## config.mk

```make
export PLATFORM = sky130hd
export DESIGN_NAME = axis_rx_fifo
export DESIGN_NICKNAME = d
export VERILOG_FILES = /design/src/rtl/axis_rx_fifo.sv
export SDC_FILE = /design/constraint.sdc
export NUM_CORES = 1
export LEC_CHECK = 0
export CORE_AREA = 2 2 154 126
export CTS_CLUSTER_SIZE = 30
export DETAILED_ROUTE_END_ITERATION = 8
export DIE_AREA = 0 0 156 128
export MAX_ROUTING_LAYER = met4
export RECOVER_POWER = 25
export SYNTH_ARGS = -nofsm -noshare
export SYNTH_HDL_FRONTEND = slang
export SYNTH_SLANG_ARGS = --single-unit
```

## constraint.sdc

```tcl
create_clock -name clk -period 2.2 [get_ports clk]
set_clock_uncertainty 0.05 [all_clocks]
set_input_delay 0.44 -clock clk [delete_from_list [all_inputs] [get_ports clk]]
set_output_delay 0.44 -clock clk [all_outputs]
set_load 0.03 [all_outputs]
```

## src/rtl/axis_rx_fifo.sv

```systemverilog
// rtl/axis_rx_fifo.sv - AXI-Stream receive FIFO with FWFT read port and packet framing check
module axis_rx_fifo #(
    parameter int DATA_W  = 8,
    parameter int DEPTH   = 16,
    parameter int PKT_LEN = 8
) (
    input  logic                       clk,
    input  logic                       resetn,
    input  logic                       tvalid,
    input  logic [DATA_W-1:0]          tdata,
    input  logic                       tlast,
    output logic                       tready,
    input  logic                       rd_en,
    output logic                       rd_valid,
    output logic [DATA_W-1:0]          rd_data,
    output logic                       rd_last,
    output logic [$clog2(DEPTH+1)-1:0] level,
    output logic [7:0]                 pkt_count,
    output logic [7:0]                 err_count,
    output logic                       len_err
);

    localparam int AW = $clog2(DEPTH);
    localparam int LW = $clog2(DEPTH+1);
    localparam int BW = (PKT_LEN > 1) ? $clog2(PKT_LEN) : 1;
    localparam logic [LW-1:0] FULL_LEVEL = LW'(DEPTH);
    localparam logic [BW-1:0] BC_LAST    = BW'(PKT_LEN-1);

    logic [DATA_W:0] mem_q [DEPTH];

    logic [AW-1:0] wr_ptr_q, wr_ptr_d;
    logic [AW-1:0] rd_ptr_q, rd_ptr_d;
    logic [LW-1:0] level_q, level_d;
    logic [BW-1:0] bc_q, bc_d;
    logic [7:0]    pkt_count_q, pkt_count_d;
    logic [7:0]    err_count_q, err_count_d;
    logic          len_err_q, len_err_d;

    logic push, pop, frame_err;

    assign tready    = (level_q < FULL_LEVEL);
    assign rd_valid  = (level_q != '0);
    assign rd_data   = mem_q[rd_ptr_q][DATA_W-1:0];
    assign rd_last   = mem_q[rd_ptr_q][DATA_W];
    assign level     = level_q;
    assign pkt_count = pkt_count_q;
    assign err_count = err_count_q;
    assign len_err   = len_err_q;

    assign push = tvalid && tready;
    assign pop  = rd_en && rd_valid;

    always_comb begin
        wr_ptr_d    = wr_ptr_q;
        rd_ptr_d    = rd_ptr_q;
        level_d     = level_q;
        bc_d        = bc_q;
        pkt_count_d = pkt_count_q;
        err_count_d = err_count_q;
        frame_err   = 1'b0;

        if (push) begin
            wr_ptr_d = wr_ptr_q + AW'(1);
        end
        if (pop) begin
            rd_ptr_d = rd_ptr_q + AW'(1);
        end
        if (push && !pop) begin
            level_d = level_q + LW'(1);
        end else if (pop && !push) begin
            level_d = level_q - LW'(1);
        end

        // Packet boundary is forced at PKT_LEN beats even without tlast.
        if (push) begin
            if (tlast) begin
                pkt_count_d = pkt_count_q + 8'd1;
                frame_err   = (bc_q != BC_LAST);
                bc_d        = '0;
            end else if (bc_q == BC_LAST) begin
                frame_err = 1'b1;
                bc_d      = '0;
            end else begin
                bc_d = bc_q + BW'(1);
            end
        end

        if (frame_err && (err_count_q != 8'hFF)) begin
            err_count_d = err_count_q + 8'd1;
        end
        len_err_d = frame_err;
    end

    always_ff @(posedge clk or negedge resetn) begin
        if (!resetn) begin
            wr_ptr_q    <= '0;
            rd_ptr_q    <= '0;
            level_q     <= '0;
            bc_q        <= '0;
            pkt_count_q <= '0;
            err_count_q <= '0;
            len_err_q   <= 1'b0;
        end else begin
            wr_ptr_q    <= wr_ptr_d;
            rd_ptr_q    <= rd_ptr_d;
            level_q     <= level_d;
            bc_q        <= bc_d;
            pkt_count_q <= pkt_count_d;
            err_count_q <= err_count_d;
            len_err_q   <= len_err_d;
        end
    end

    // Storage needs no reset: entries are only observed while rd_valid=1.
    always_ff @(posedge clk) begin
        if (push) begin
            mem_q[wr_ptr_q] <= {tlast, tdata};
        end
    end

endmodule
```

==> results.txt, run 1 <==
Post-synth EDFFs = 144
Cells after Synth = 430
1st-iter DRT viols = 340
Slew Limit Headroom = 39.8%
slowest library cell on the worst path = mux4_2
CTS root buf = clkbuf_16
crit path launch type = flip-flop
Tightest Pin Transition = 0.904 ns
grt ovf = 0
initial antenna violation count = 0
Routed wire per std cell = 19.0 µm
multi-input logic area = 0.00218 mm²
routed vias/inst = 5.07
die height = 128 µm
crit path capture type = primary output
final worst slack = -0.411 ns
Final Power = 12600 µW
Tcrit/Tclk final = 119%
Core ar. = 0.0185 mm²
top-level I/O count = 46
Most used DFF post-synth = edfxtp_1
Clk pin slew, worst setup/hold paths = 0.06 ns
RSZ-0062 raised after global routing = true
fmax = 0.383 GHz
Peak VDD IR = 0.000646 V
number of iterations in the first detailed-routing pass = 7
post-synthesis register bit count = 177
clock tree buffer depth = 2
Crit Path Class = flip-flop to primary output
CTS tree = done
Psw = 4430 µW
Slew Limit Fails = 0
Int Power = 8200 µW
FP Rows = 45
FFs w/ async S/R, synth = 18.6%
CTS Buf Count = 17
Final Hold Fails = 0
Antenna Cells = 0
synthesized area per cell = 16.9 µm²
Die X = 156 µm
Mapped Nets = 457
Routed Antenna Nets = 0
initial core utilization = 39.2%
aggregate routed wire length = 15000 µm
GP Congestion = 0.872
Post-Syn Area = 0.00725 mm²
later-pin clock latency in the skew report = 0.42 ns
Synth cell types = 36
CTS sink cnt = 177
clock power share = 21.5%
largest net degree at the start of global routing = 34
die area = 0.0200 mm²
Hold WC Path Type = flip-flop to flip-flop
Comb pwr share = 44.0%
sequential share of the synthesized area = 71.0%
failing checks = negative setup slack
WP data required = 1.71 ns
hpwl dp = 10300 µm
Arr. time, crit path = 2.12 ns
CP delay by family, top = multiplexers
DRC = 0
final setup vio count = 13
critical path, cell by cell = buf_12 -> buf_8 -> mux4_2 -> a22oi_1 -> nand2_1 -> buf_6
TNS Setup = -3.65 ns
run status = finished with violations
sequential cell area = 0.00516 mm²
area grow syn2layout = 30.5%
NumNets Final = 573
IO buf count = 45
GRT Total Usage = 16.7%
Leak = 0.00349 µW
Power Dens Cells = 1330 mW/mm²
CTS H-tree lvls = 4
Final Critical Period = 2.61 ns
fillers = 1476
switching share of power = 35.1%
layout cells sized above 1 = 33.7%
yosys warns = 0
buffers and inverters on the worst path = 3
total of max-cap violations = 0
global-route wire length before repair = 23900 µm
via count = 4017
Sequential Power Share = 34.5%
slowest stage delay, CP = 0.54 ns
vias in the first global route = 4250
CP Max Fanout = 6
[worst paths after layout]
| check | startpoint | end | slack, ns | depth (start not counted) |
|---|---|---|---|---|
| worst min-delay path | pkt_count[7]$_DFFE_PN0P_ | pkt_count[7]$_DFFE_PN0P_ | 0.42 | 1 |
| worst max register to register | level[3]$_DFFE_PN0P_ | level[4]$_DFFE_PN0P_ | -0.01 | 11 |
| worst max-delay path | rd_ptr_q[0]$_DFFE_PN0P_ | rd_last | -0.41 | 6 |
| max in group asynchronous | resetn | rd_ptr_q[0]$_DFFE_PN0P_ | 0.88 | 2 |
| worst min register to register | pkt_count[7]$_DFFE_PN0P_ | pkt_count[7]$_DFFE_PN0P_ | 0.42 | 1 |
| min in group asynchronous | resetn | level[4]$_DFFE_PN0P_ | 0.60 | 2 |
[routing by layer]
metal | track usage (%) | up-vias | share of wire (%)
met4 | 5.72 | 0 | 1.6
met3 | 3.14 | 20 | 4.3
met5 | - | - | 0
met1 | 23.0 | 2035 | 47
met2 | 25.3 | 73 | 47
li1 | - | 1889 | -
[layout make-up]
cell class	instances	share of cell area (%)
flip-flops and latches	177	54.5
multi-input cells	227	23.1
repair buffers	114	13.4
clock buffers	18	4.53
well taps	235	3.11
clock inverters	13	1.06
inverters	9	0.410
[cells in the mapped netlist (6+ instances only)]
cell type,instances,area share (%)
a21oi_1,11,0.76
a221oi_1,9,1.1
a22oi_1,9,0.93
and2_1,18,1.6
clkbuf_1,6,0.31
dfrtp_1,33,11
edfxtp_1,144,60
ha_1,13,2.2
inv_1,7,0.36
mux2_2,11,1.7
mux2i_1,29,4.0
mux4_2,18,5.6
nand2_1,26,1.3
nand3_1,9,0.62
o21ai_0,21,1.4
xnor2_1,17,2.1
xor2_1,8,0.97
[cells in the final DEF, fill, tap and decap left out, types with 3 or more instances in the layout]
master / Yosys / final
edfxtp_1: 144 / 144
buf_4: 2 / 42
mux2i_1: 29 / 29
dfrtp_1: 33 / 28
clkdlybuf4s50_1: 0 / 28
nand2_1: 26 / 25
buf_12: 0 / 20
mux4_2: 18 / 18
and2_1: 18 / 17
xnor2_1: 17 / 17
clkbuf_16: 0 / 17
o21ai_1: 0 / 13
buf_6: 4 / 11
ha_1: 13 / 10
a221oi_2: 0 / 9
mux2_2: 11 / 9
a21oi_2: 0 / 9
nand3_1: 9 / 9
xor2_1: 8 / 8
a22oi_2: 0 / 7
inv_6: 0 / 7
dlygate4sd3_1: 0 / 6
nor2_1: 5 / 5
dfrtp_2: 0 / 5
inv_1: 7 / 4
o21ai_0: 21 / 4
nand4_1: 4 / 4
inv_2: 2 / 3
o21ai_2: 0 / 3
and3_1: 3 / 3
a21o_1: 3 / 3
ha_4: 0 / 3
[cell families after synthesis]
logic type               after synthesis  synth area share [%]
AND/OR/NAND/NOR                       76                  5.57
AO/OA/AOI/OAI                         54                  4.67
buffers and inverters                 26                  1.93
XOR/XNOR                              25                  3.02
adder cells (fa/ha/maj)               14                  2.52
multiplexers                          58                  11.3
flip-flops                           177                  71.0
[through the flow]
stage          hold slack (ns)  instance area, µm²  util (%)  setup WS, ns  instances
4_1_cts                  0.386                9390      50.7        -0.431        791
5_1_grt                  0.450                9470      51.1        -0.475        793
3_5_place_dp             0.416                8600      46.4        -0.474        754
3_3_place_gp             0.403                8600      46.4        -0.474        754
2_1_floorplan           0.0944                7300         -        -0.240        430
6_report                 0.419                9470      51.1        -0.411        793
[worst reg2reg max path: cells and delay by family (launching register included)]
family | cells | cell delay (ns)
buffers and inverters | 2 | 0.10
muxes | 1 | 0.23
xor gates and xnor gates | 1 | 0.13
DFF | 1 | 0.41
AOI/OAI and AO/OA | 2 | 0.31
and+or+nand+nor | 3 | 0.52
adders and majority gates | 2 | 0.38
[state kept, by name, indices dropped and copies added (netlist names)]
| signal | cells |
|---|---|
| mem_q | 144 |
| err_count | 8 |
| pkt_count | 8 |
| level | 5 |
| rd_ptr_q | 4 |
| wr_ptr_q | 4 |
| bc_q | 3 |
| len_err | 1 |
[timing repair]
item	4_1_cts	5_1_grt
resized for setup	86	20
buffers inserted	5	2
hold buffers	0	0
endpoints found under the setup margin	13	12
pin swaps	21	10
gates cloned	1	0
[power by group through the flow]
stage / sequential (µW) / combinational, µW / clock (µW)
floorplan: 4610 / 2640 / 0
global placement: 4390 / 4700 / 0
detailed placement: 4410 / 4800 / 0
CTS: 4350 / 5430 / 2780
global route: 4410 / 5980 / 2930
finish: 4360 / 5560 / 2720
Note: power is estimated with default switching activity, not from simulation.
==> inputs of run 2 (changes only) <==
--- a/config.mk
+++ b/config.mk
@@ -5,11 +5,12 @@
 export SDC_FILE = /design/constraint.sdc
 export NUM_CORES = 1
 export LEC_CHECK = 0
-export CORE_AREA = 2 2 154 126
+export CORE_AREA = 2 2 138 113
 export CTS_CLUSTER_SIZE = 30
 export DETAILED_ROUTE_END_ITERATION = 8
-export DIE_AREA = 0 0 156 128
+export DIE_AREA = 0 0 140 115
 export MAX_ROUTING_LAYER = met4
+export PLACE_DENSITY = 0.71
 export RECOVER_POWER = 25
 export SYNTH_ARGS = -nofsm -noshare
 export SYNTH_HDL_FRONTEND = slang
==> results.txt, run 2 (synthesis results as in run 1) <==
vias in the first global route = 4310
layout cells sized above 1 = 37.3%
max reg flops = 144
1st-iter DRT viols = 432
initial core utilization = 49.1%
GRT Total Usage = 21.6%
Core ar. = 0.0148 mm²
WP data required = 1.71 ns
hold path endpoint = pkt_count[7]$_DFFE_PN0P_
Power Dens Cells = 1380 mW/mm²
clock power share = 21.8%
NumNets Final = 596
number of iterations in the first detailed-routing pass = 7
crit path launch type = flip-flop
Placed Cells = 709
CTS sink cnt = 177
switching share of power = 35.1%
Routed wire per std cell = 21.1 µm
grt ovf = 0
Int Power = 8690 µW
Sequential Power Share = 32.7%
via count = 4353
Routed Antenna Nets = 0
Final Critical Period = 2.70 ns
Tcrit/Tclk final = 123%
most common cell after layout, fill and taps aside = edfxtp_1
Hold WC Path Type = flip-flop to flip-flop
Final Hold Fails = 0
later-pin clock latency in the skew report = 0.43 ns
Finished Layout Cells = 771
final worst slack = -0.495 ns
CTS H-tree lvls = 4
initial antenna violation count = 0
most frequent cells in the layout = edfxtp_1, buf_4, clkdlybuf4s50_1, dfrtp_1, nand2_1
Slew Limit Fails = 0
Slew Limit Headroom = 37.9%
Tightest Pin Transition = 0.931 ns
DRC = 0
die height = 115 µm
routed vias/inst = 5.65
clock tree buffer depth = 2
run status = finished with violations
worst reg2reg path startpoint = level[4]$_DFFE_PN0P_
CTS root buf = clkbuf_16
fmax = 0.371 GHz
aggregate routed wire length = 16300 µm
Worst Hold Slack = 0.428 ns
Peak VDD IR = 0.000844 V
final setup vio count = 13
die area = 0.0161 mm²
top-level I/O count = 46
RSZ-0062 raised after global routing = true
crit path capture type = primary output
Die X = 140 µm
GP Congestion = 0.835
Clk pin slew, worst setup/hold paths = 0.07 ns
IO buf count = 45
hpwl dp = 10300 µm
Arr. time, crit path = 2.21 ns
largest reg by FF count = mem_q
Crit Path Class = flip-flop to primary output
global-route wire length before repair = 24800 µm
Comb pwr share = 45.5%
hold depth = 1
failing checks = negative setup slack
Reg2Reg Depth = 11
area grow syn2layout = 33.8%
CTS Buf Count = 17
FP Rows = 40
total of max-cap violations = 0
largest net degree at the start of global routing = 34
fillers = 956
Psw = 4700 µW
reg-to-reg slack, setup = -0.01 ns
CP Max Fanout = 5
hold_sp = pkt_count[7]$_DFFE_PN0P_
CTS tree = done
Antenna Cells = 0
Leak = 0.00362 µW
reg2reg end = level[4]$_DFFE_PN0P_
## run 2: power by group through the flow
stage	Sequential (µW)	Combinational (µW)	Clock (µW)
floorplan	4610	2640	0
global placement	4390	4680	0
detailed placement	4410	4770	0
CTS	4370	5610	2960
global route	4420	6460	3100
finish	4380	6100	2920
## run 2: final cells by class
| class | count | area [µm²] | share of cell area (%) |
|---|---|---|---|
| sequential | 177 | 5160 | 53.1 |
| multi-input combinational | 227 | 2210 | 22.7 |
| timing repair buffer | 137 | 1490 | 15.4 |
| clock buffer | 17 | 425 | 4.38 |
| tap | 189 | 236 | 2.44 |
| clock inverter | 15 | 149 | 1.53 |
| inverter | 9 | 38.8 | 0.400 |
## run 2: metal layers
| layer | GRT usage (%) | vias to the layer above | wire length, µm |
|---|---|---|---|
| met5 | - | - | 0 |
| met1 | 30.0 | 2222 | 7070 |
| met3 | 4.16 | 16 | 1100 |
| met2 | 33.5 | 177 | 7920 |
| met4 | 5.93 | 0 | 206 |
| li1 | - | 1938 | - |
## run 2: worst max path at each step
stage	startpoint	end	slack [ns]	cells past startpoint
3_3_place_gp	rd_ptr_q[0]$_DFFE_PN0P_	rd_data[7]	-0.31	5
4_1_cts	rd_ptr_q[0]$_DFFE_PN0P_	rd_data[3]	-0.43	8
2_1_floorplan	level[3]$_DFFE_PN0P_	level[4]$_DFFE_PN0P_	-0.24	11
3_5_place_dp	rd_ptr_q[0]$_DFFE_PN0P_	rd_data[7]	-0.32	5
6_report	rd_ptr_q[0]$_DFFE_PN0P_	rd_data[4]	-0.50	7
5_1_grt	rd_ptr_q[0]$_DFFE_PN0P_	rd_data[4]	-0.61	8
## run 2: worst max-delay path, stage by stage, from the launching register on
cell	delay, ns
dfrtp_2	0.46
buf_4	0.15
buf_6	0.11
buf_16	0.12
mux4_2	0.52
a22oi_2	0.19
nand2_1	0.07
buf_4	0.17
## run 2: stage by stage
stage               util (%)  setup slack (ns)  TNS, ns  power, µW  instance area, µm²
floorplan                  -            -0.240   -0.479       7250                7300
global placement        57.9            -0.308    -1.91       9070                8550
detailed placement      57.9            -0.323    -2.72       9180                8550
CTS                     64.3            -0.434    -3.60      12900                9500
global route            65.7            -0.609    -5.59      14000                9700
finish                  65.7            -0.495    -4.43      13400                9700
## run 2: repair_timing
item                       4_1_cts  5_1_grt
buffers inserted                18        8
pin swaps                       24       16
hold buffers                     0        0
setup endpoints to repair       13       12
cloned                           2        2
gates resized for setup         84       30
==> inputs of run 3 (changes only) <==
--- a/config.mk
+++ b/config.mk
@@ -10,7 +10,7 @@
 export DETAILED_ROUTE_END_ITERATION = 8
 export DIE_AREA = 0 0 140 115
 export MAX_ROUTING_LAYER = met4
-export PLACE_DENSITY = 0.71
+export PLACE_DENSITY = 0.68
 export RECOVER_POWER = 25
 export SYNTH_ARGS = -nofsm -noshare
 export SYNTH_HDL_FRONTEND = slang
==> constraint.sdc (replaced) <==
create_clock -name clk -period 3.3 [get_ports clk]
set_clock_uncertainty 0.05 [all_clocks]
set_input_delay 0.66 -clock clk [delete_from_list [all_inputs] [get_ports clk]]
set_output_delay 0.66 -clock clk [all_outputs]
set_load 0.03 [all_outputs]
==> results.txt, run 3 (synthesis results as in run 1) <==
CTS root buf = clkbuf_16
CTS H-tree lvls = 4
fmax = 0.321 GHz
Clk pin slew, worst setup/hold paths = 0.06 ns
Antenna Cells = 0
met1 wire length = 6840 µm
CTS sink cnt = 177
# hold bufs at CTS = 0
hold depth = 1
DRC = 0
met3 routed WL = 681 µm
top-level I/O count = 46
GP Congestion = 0.800
Reg2Reg Depth = 11
NumNets Final = 514
Leak = 0.00312 µW
area grow syn2layout = 17.8%
CTS tree = done
initial antenna violation count = 0
CTS Buf Count = 17
run status = finished with violations
met2 routed WL = 6370 µm
Final Hold Fails = 0
layout cells sized above 1 = 15.8%
Slew Limit Headroom = -19.2%
Routed wire per std cell = 20.4 µm
total of max-cap violations = 1
CP Max Fanout = 15
1st-iter DRT viols = 345
crit path launch type = flip-flop
Slew Limit Fails = 34
max reg flops = 144
die height = 115 µm
clock tree buffer depth = 2
routed vias/inst = 5.57
TNS Setup = 0 ns
crit path capture type = primary output
DR top layer = met4
aggregate routed wire length = 14100 µm
hpwl dp = 9000 µm
FP Rows = 40
die area = 0.0161 mm²
Tcrit/Tclk final = 94.3%
vias in the first global route = 3809
Power Dens Cells = 900 mW/mm²
Crit Path Class = flip-flop to primary output
final setup vio count = 0
Hold WC Path Type = flip-flop to flip-flop
later-pin clock latency in the skew report = 0.43 ns
GRT Total Usage = 19.1%
Die X = 140 µm
WP data required = 2.59 ns
Core ar. = 0.0148 mm²
reg-to-reg slack, setup = 0.62 ns
failing checks = max-capacitance violations, max-slew violations
setup bufs post-CTS = 0
RSZ-0062 raised after global routing = false
global-route wire length before repair = 21800 µm
via count = 3840
grt ovf = 0
largest reg by FF count = mem_q
final core area utilization = 57.9%
IO buf count = 45
initial core utilization = 49.1%
number of iterations in the first detailed-routing pass = 7
Tightest Pin Transition = 1.79 ns
Final Critical Period = 3.11 ns
Peak VDD IR = 0.000491 V
most frequent cells in the layout = edfxtp_1, dfrtp_1, clkdlybuf4s50_1, mux2i_1, nand2_1
largest net degree at the start of global routing = 34
most common cell after layout, fill and taps aside = edfxtp_1
Routed Antenna Nets = 0
Arr. time, crit path = 2.40 ns
## run 3: changes by cell type in the layout (fill, tap and decap cells not counted), sizes merged, moves of 2 or more
cell / delta
inv: -5
clkinv: +2
bufinv: +2
buf: -89
dlygate4sd2: +3
dlymetal6s2s: +4
## run 3: final cells by class
type	count	area, µm²
repair buffers	55	546
clock inverters	14	163
multi-input cells	227	1980
clock buffers	18	429
fillers	1093	6220
inverters	9	33.8
flip-flops and latches	177	5150
well taps	189	236
## run 3: worst paths after layout
| path | startpoint | to |
|---|---|---|
| max | rd_ptr_q[2]$_DFFE_PN0P_ | rd_data[6] |
| min | pkt_count[7]$_DFFE_PN0P_ | pkt_count[7]$_DFFE_PN0P_ |
| max reg2reg | level[4]$_DFFE_PN0P_ | level[4]$_DFFE_PN0P_ |
| min reg2reg | pkt_count[7]$_DFFE_PN0P_ | pkt_count[7]$_DFFE_PN0P_ |
| max in group asynchronous | resetn | rd_ptr_q[3]$_DFFE_PN0P_ |
| min in group asynchronous | resetn | err_count[1]$_DFFE_PN0P_ |
## run 3: per-stage QoR
step	instances	worst slack [ns]	area, µm²	power (µW)	hold WS, ns
after global placement	657	0.366	7930	5690	0.406
final	689	0.187	8540	7690	0.426
after floorplan	430	0.486	7250	4790	0.314
after CTS	689	0.000350	8530	7720	0.433
after detailed placement	657	0.337	7930	5730	0.420
after global routing	689	0.0347	8540	8060	0.449
## run 3: report_power, final
part | internal, µW | switching, µW
registers | 2690 | 249
logic | 1160 | 1560
clock network | 1190 | 839
total | 5040 | 2650
## run 3: per-layer routing
layer / track usage (%) / vias to the layer above
li1: - / 1764
met1: 27.8 / 1952
met2: 27.0 / 110
met3: 4.58 / 14
met4: 6.26 / 0
met5: - / -
## run 3: critical path, stage by stage (launching register included)
cell and delay [ns]:
dfrtp_1 0.41, nor2b_1 0.14, buf_4 0.21, buf_4 0.17, a221oi_1 0.40, o21ai_0 0.16, nand2_1 0.09, dlygate4sd2_1 0.39
## run 3: repair_timing
item,4_1_cts,5_1_grt
setup endpoints to repair,8,4
cloned,0,0
pin swaps,0,0
gates resized for setup,6,9
